**config.mk**
```make
export PLATFORM = sky130hd
export DESIGN_NAME = tx_unpacker
export DESIGN_NICKNAME = d
export VERILOG_FILES = /design/src/rtl/tx_unpacker.sv
export SDC_FILE = /design/constraint.sdc
export NUM_CORES = 1
export LEC_CHECK = 0
export BUFFER_PORTS_ARGS = -buffer_cell sky130_fd_sc_hd__buf_2
export CAP_MARGIN = 40
export CORE_MARGIN = 2
export CORE_UTILIZATION = 40
export CTS_CLUSTER_SIZE = 10
export DETAILED_ROUTE_END_ITERATION = 10
export PLACE_DENSITY_LB_ADDON = 0.3
export REMOVE_ABC_BUFFERS = 1
export SKIP_CTS_REPAIR_TIMING = 1
export SYNTH_ARGS = -nofsm -noshare
export SYNTH_HDL_FRONTEND = slang
export SYNTH_SLANG_ARGS = --single-unit
```
**constraint.sdc**
```tcl
create_clock -name txclk -period 5.81 [get_ports txclk]
set_input_delay 0.8715 -clock txclk [delete_from_list [all_inputs] [get_ports txclk]]
set_output_delay 0.8715 -clock txclk [all_outputs]
set_load 0.05 [all_outputs]
```
**src/rtl/tx_unpacker.sv**
```systemverilog
// TX-side unpacker: pops one frame of packed 16-bit words from a show-ahead FIFO per
// txstrobe and presents them on eight channel outputs, with sticky underrun/collision flags.
`timescale 1ns/1ps
module tx_unpacker #(
    parameter int FIFO_AW = 12
) (
    input  logic               txclk,
    input  logic               reset,
    input  logic               txstrobe,
    input  logic [3:0]         channels,
    input  logic               bitwidth_8,
    input  logic               clear_status,
    input  logic [15:0]        fifo_q,
    input  logic               fifo_empty,
    input  logic [FIFO_AW-1:0] fifo_usedw,
    output logic               fifo_rdreq,
    output logic [15:0]        ch_0,
    output logic [15:0]        ch_1,
    output logic [15:0]        ch_2,
    output logic [15:0]        ch_3,
    output logic [15:0]        ch_4,
    output logic [15:0]        ch_5,
    output logic [15:0]        ch_6,
    output logic [15:0]        ch_7,
    output logic               frame_done,
    output logic               tx_underrun,
    output logic               strobe_collision,
    output logic [15:0]        debugbus
);

    typedef enum logic [1:0] {
        S_IDLE   = 2'd0,
        S_LOAD   = 2'd1,
        S_COMMIT = 2'd2
    } state_t;

    state_t        state_q, state_d;
    logic [3:0]    idx_q, idx_d;
    logic [3:0]    nwords_q, nwords_d;
    logic [3:0]    nch_q, nch_d;
    logic          bw8_q, bw8_d;
    logic          frame_done_q, frame_done_d;
    logic          underrun_q, underrun_d;
    logic          collision_q, collision_d;

    logic          in_idle;
    logic          in_load;
    logic          chan_ok;
    logic [3:0]    req_words;
    logic          short_fifo;
    logic          underrun_start;
    logic          frame_start;
    logic          load_last;
    logic [15:0]   cap_word;
    logic [127:0]  ch_flat;

    assign in_idle   = (state_q == S_IDLE);
    assign in_load   = (state_q == S_LOAD);
    assign chan_ok   = (channels != 4'd0) && (channels <= 4'd8);
    // 8-bit mode packs two channels per word, so an odd count rounds up.
    assign req_words = bitwidth_8 ? ((channels >> 1) + {3'b000, channels[0]}) : channels;
    assign short_fifo     = (fifo_usedw < FIFO_AW'(req_words));
    assign underrun_start = in_idle & txstrobe & chan_ok & short_fifo;
    assign frame_start    = in_idle & txstrobe & chan_ok & ~short_fifo;
    assign load_last      = (idx_q == (nwords_q - 4'd1));
    assign cap_word       = fifo_empty ? 16'h0000 : fifo_q;

    always_comb begin
        state_d    = state_q;
        fifo_rdreq = 1'b0;
        case (state_q)
            S_IDLE: begin
                if (frame_start) begin
                    state_d = S_LOAD;
                end
            end
            S_LOAD: begin
                fifo_rdreq = 1'b1;
                if (load_last) begin
                    state_d = S_COMMIT;
                end
            end
            S_COMMIT: begin
                state_d = S_IDLE;
            end
            default: begin
                state_d = S_IDLE;
            end
        endcase
    end

    always_comb begin
        idx_d        = idx_q;
        nwords_d     = nwords_q;
        nch_d        = nch_q;
        bw8_d        = bw8_q;
        frame_done_d = (state_q == S_COMMIT);
        if (frame_start) begin
            idx_d    = 4'd0;
            nwords_d = req_words;
            nch_d    = channels;
            bw8_d    = bitwidth_8;
        end else if (in_load) begin
            idx_d = idx_q + 4'd1;
        end
        // A set event in the same cycle as clear_status wins.
        if (underrun_start || (in_load && fifo_empty)) begin
            underrun_d = 1'b1;
        end else if (clear_status) begin
            underrun_d = 1'b0;
        end else begin
            underrun_d = underrun_q;
        end
        if (txstrobe && !in_idle) begin
            collision_d = 1'b1;
        end else if (clear_status) begin
            collision_d = 1'b0;
        end else begin
            collision_d = collision_q;
        end
    end

    always_ff @(posedge txclk or negedge reset) begin
        if (!reset) begin
            state_q      <= S_IDLE;
            idx_q        <= 4'd0;
            nwords_q     <= 4'd0;
            nch_q        <= 4'd0;
            bw8_q        <= 1'b0;
            frame_done_q <= 1'b0;
            underrun_q   <= 1'b0;
            collision_q  <= 1'b0;
        end else begin
            state_q      <= state_d;
            idx_q        <= idx_d;
            nwords_q     <= nwords_d;
            nch_q        <= nch_d;
            bw8_q        <= bw8_d;
            frame_done_q <= frame_done_d;
            underrun_q   <= underrun_d;
            collision_q  <= collision_d;
        end
    end

    for (genvar gi = 0; gi < 8; gi++) begin : g_ch
        localparam logic [3:0] CH_IDX   = 4'(gi);
        localparam logic [3:0] WORD_IDX = 4'(gi / 2);

        logic [15:0] shadow_q;
        logic [15:0] ch_q;
        logic        wr16;
        logic        wr8;
        logic [15:0] byte_val;

        assign wr16     = in_load & ~bw8_q & (idx_q == CH_IDX);
        assign wr8      = in_load &  bw8_q & (idx_q == WORD_IDX);
        assign byte_val = (gi % 2 == 1) ? {cap_word[15:8], 8'h00} : {cap_word[7:0], 8'h00};

        always_ff @(posedge txclk or negedge reset) begin
            if (!reset) begin
                shadow_q <= 16'h0000;
                ch_q     <= 16'h0000;
            end else begin
                if (wr16) begin
                    shadow_q <= cap_word;
                end else if (wr8) begin
                    shadow_q <= byte_val;
                end
                if (underrun_start) begin
                    ch_q <= 16'h0000;
                end else if (state_q == S_COMMIT) begin
                    ch_q <= (CH_IDX < nch_q) ? shadow_q : 16'h0000;
                end
            end
        end

        assign ch_flat[gi*16 +: 16] = ch_q;
    end

    assign ch_0 = ch_flat[15:0];
    assign ch_1 = ch_flat[31:16];
    assign ch_2 = ch_flat[47:32];
    assign ch_3 = ch_flat[63:48];
    assign ch_4 = ch_flat[79:64];
    assign ch_5 = ch_flat[95:80];
    assign ch_6 = ch_flat[111:96];
    assign ch_7 = ch_flat[127:112];

    assign frame_done       = frame_done_q;
    assign tx_underrun      = underrun_q;
    assign strobe_collision = collision_q;
    assign debugbus         = {7'd0, txstrobe, underrun_q, fifo_rdreq, idx_q, state_q};

endmodule

```
==> flow_summary.toml <==
[setup_path]
path_cells = "buf_2 > ha_1 > ha_1 > xnor2_1 > nand2_1 > o21ai_0 > ha_1 > a21oi_1 > nand3_1 > nor4b_4 > buf_12 > nor2_1"
startpoint_type = "primary input"
critical_path_class = "primary input to flip-flop"
cp-end-kind = "flip-flop"
reg2reg_slack_ns = 3.11
rr_worst_depth = 4
reg2reg_from = "idx_q[2]"
crit_buf_inv = 2
cp_max_fo = 129
required_ns = 6.20
rr_endpoint = "g_ch[6].shadow_q[13]"
cp_common_cell = "ha_1"
crit_arrival_ns = 3.25
crit_slowest_cell = "buf_12"
critical-path-max-stage-delay_ns = 0.52
crit_family = "simple AND/OR/NAND/NOR gates"

[logic_synthesis]
synthDominantCellAreaShare = 0.600
synthTopCellsByArea = "dfrtp_1, a22oi_1, nor2_1"
synth_cells = 975
synth-async-reset-ratio = 1.00
synthFlopType = "dfrtp_1"
synth_area_um2 = 11400
synth_edf_count = 0
syn_avg_cell_area_um2 = 11.7
yosysMostFrequentCell = "dfrtp_1"
yosys.area.top_type = "dfrtp_1"
ys.warnings.count = 0
yosys_register_bits = 274
ys_seq_area_frac = 0.600
ys_top_cells_by_count = "dfrtp_1, nor2_1, a22oi_1"
synth_cell_types = 47

[floorplanning]
io_pins = 186
fp.dieW_um = 173
coreArea_um2 = 27900
start_util = 0.409
die_h_um = 173
die_area_um2 = 29900
placement_rows = 61

[final_layout]
antennaDiodeCount = 0
final_area_um2 = 13400
fillerInstances = 2537
utilization = 0.481
area_delta_synth_final_pct = 17.7
layout.nets = 1183
drive_gt1_frac = 0.250
instances_no_fill = 1513

[sta]
setup_violations = 0
setup_tns_ns = 0
skew_ns = 0.0136
slew_headroom = 0.393
fmax_mhz = 350
drv_slew = 0
fin_crit_sh = 0.492
tightest_slew_ns = 0.910
min_period_ns = 2.86
hold_violations = 0
rsz0062_at_grt = "no"

[routing]
wl_mm = 31.5
drt_iter0_drc = 685
drt_first_pass_iters = 5
wl_per_cell_um = 20.8
vias = 8175
final_antenna_net_count = 0
remaining_drc_errors = 0
viasPerCell = 5.40

[hold_path]
min_path_type = "primary input to asynchronous set/reset pin"

[clock_tree]
cts_max_level = 1
cts_made_buffers = 31
cts_root_buffer = "clkbuf_16"
cts.path.max_buffers = 3
clk_latency_ns = 0.54
path_clk_slew_ns = 0.05
cts.sinks = 274
cts_tree = "yes"

[flow_run]
maxCapViolCount = 0

[power]
vdd_drop_max_mv = 0.411
seqPwrFrac = 0.396
leakage_nw = 6.80
p_int_mw = 4.50
powerDensity_nw_per_um2 = 584
p_clk_frac = 0.209
pwr-share-comb = 0.395
netSwitchingPower_mw = 3.35
swShare = 0.427

[global_route]
grt_pass1_wl_mm = 49.5
antenna_found_initial = 0
grt_max_degree = 130
grt_remaining_overflow = 0
grtUsageTotal = 0.210
grt_pass1_vias = 8130

[placement]
globalplace.congestion = 0.814
post_dp_cell_area_um2 = 12600
port_buffers = 178
dp_cells = 1478
dp_hpwl_mm = 20.4

[outcome]
outcome = "complete, no violations"
[registers in the layout, summed over array words and instances (netlist names), 16 cells and up]
signal         count
ch_3              16
ch_5              16
ch_0              16
ch_7              16
g_ch.shadow_q    128
ch_1              16
ch_2              16
ch_4              16
ch_6              16
[layout by cell type, fill, tap and decap left out, types with 3 or more instances in the layout]
cell       count
dfrtp_1      274
ha_1          12
and2_1         6
mux2_4         6
clkbuf_1       3
inv_1         18
nand3_1       27
nor2b_1       18
nor4_1         3
nor3_1         6
xnor2_1       11
o31ai_1       16
o2bb2ai_1      9
mux2_2        29
and3b_1        3
conb_1         7
buf_4         22
nand2b_1      12
a21oi_1       26
o21ai_0       17
clkbuf_16     31
a22o_1        48
a221o_1        6
o22ai_1        5
nor2_1       123
a22oi_1      112
mux2i_1       24
buf_2        177
nand2_1       52
and3_1         4
a221oi_1       3
[cell type report]
cell class,instances,area [um^2],share of cell area
clock buffer,34,787,0.0586
timing repair buffer,206,1180,0.0881
clock inverter,1,5.00,0.000372
multi-input combinational,600,4060,0.302
tap,378,473,0.0352
sequential,274,6860,0.510
inverter,20,75.1,0.00559
[stage by stage]
| stage | setup slack, ns | hold WS [ns] | total power [mW] |
|---|---|---|---|
| 6_report | 2.95 | 0.361 | 7.85 |
| 5_1_grt | 2.74 | 0.464 | 8.29 |
| 4_1_cts | 2.94 | 0.444 | 7.91 |
| 3_5_place_dp | 2.41 | 0.468 | 6.25 |
| 3_3_place_gp | 2.48 | 0.461 | 6.15 |
| 2_1_floorplan | -1.73 | 0.449 | 5.32 |
[worst reg2reg max path, delay by kind of cell, from the launching register on]
family           cells  cell delay [ns]
AO/OA/AOI/OAI        1             0.36
flip-flops           1             0.55
AND/OR/NAND/NOR      3             1.67
[power by group through the flow]
stage	Combinational, mW	Clock (mW)	Sequential [mW]
finish	3.10	1.64	3.11
detailed placement	3.11	0	3.14
global placement	3.01	0	3.14
CTS	3.13	1.68	3.11
global route	3.34	1.76	3.20
floorplan	1.24	0	4.08
[cell families (layout without fill, tap and decap cells)]
family	count (synthesis)	after routing	synth area share
AOI/OAI and AO/OA	248	248	0.165
xor gates and xnor gates	11	11	0.00844
adders and majority gates	12	12	0.0131
buffers and inverters	107	261	0.0476
DFF	274	274	0.600
muxes	59	59	0.0575
other	1	7	0.000328
and+or+nand+nor	263	263	0.108
[worst max path at each step]
stage | startpoint | end | slack, ns | depth (start not counted)
2_1_floorplan | channels[0] | tx_underrun | -1.73 | 10
3_3_place_gp | channels[0] | bw8_q | 2.48 | 11
3_5_place_dp | channels[0] | nch_q[2] | 2.41 | 11
4_1_cts | channels[0] | nch_q[2] | 2.94 | 11
5_1_grt | channels[0] | ch_5[0] | 2.74 | 12
6_report | channels[0] | ch_3[14] | 2.95 | 12
[per-layer routing]
metal	wire, um	GRT usage	part of all wire	vias to the layer above
li1	-	-	-	3763
met1	14300	0.298	0.45	4125
met2	14800	0.334	0.47	250
met3	1870	0.0398	0.059	37
met4	538	0.0487	0.017	0
met5	0	0	0	-
No activity file was read; power rests on OpenSTA's default activity.
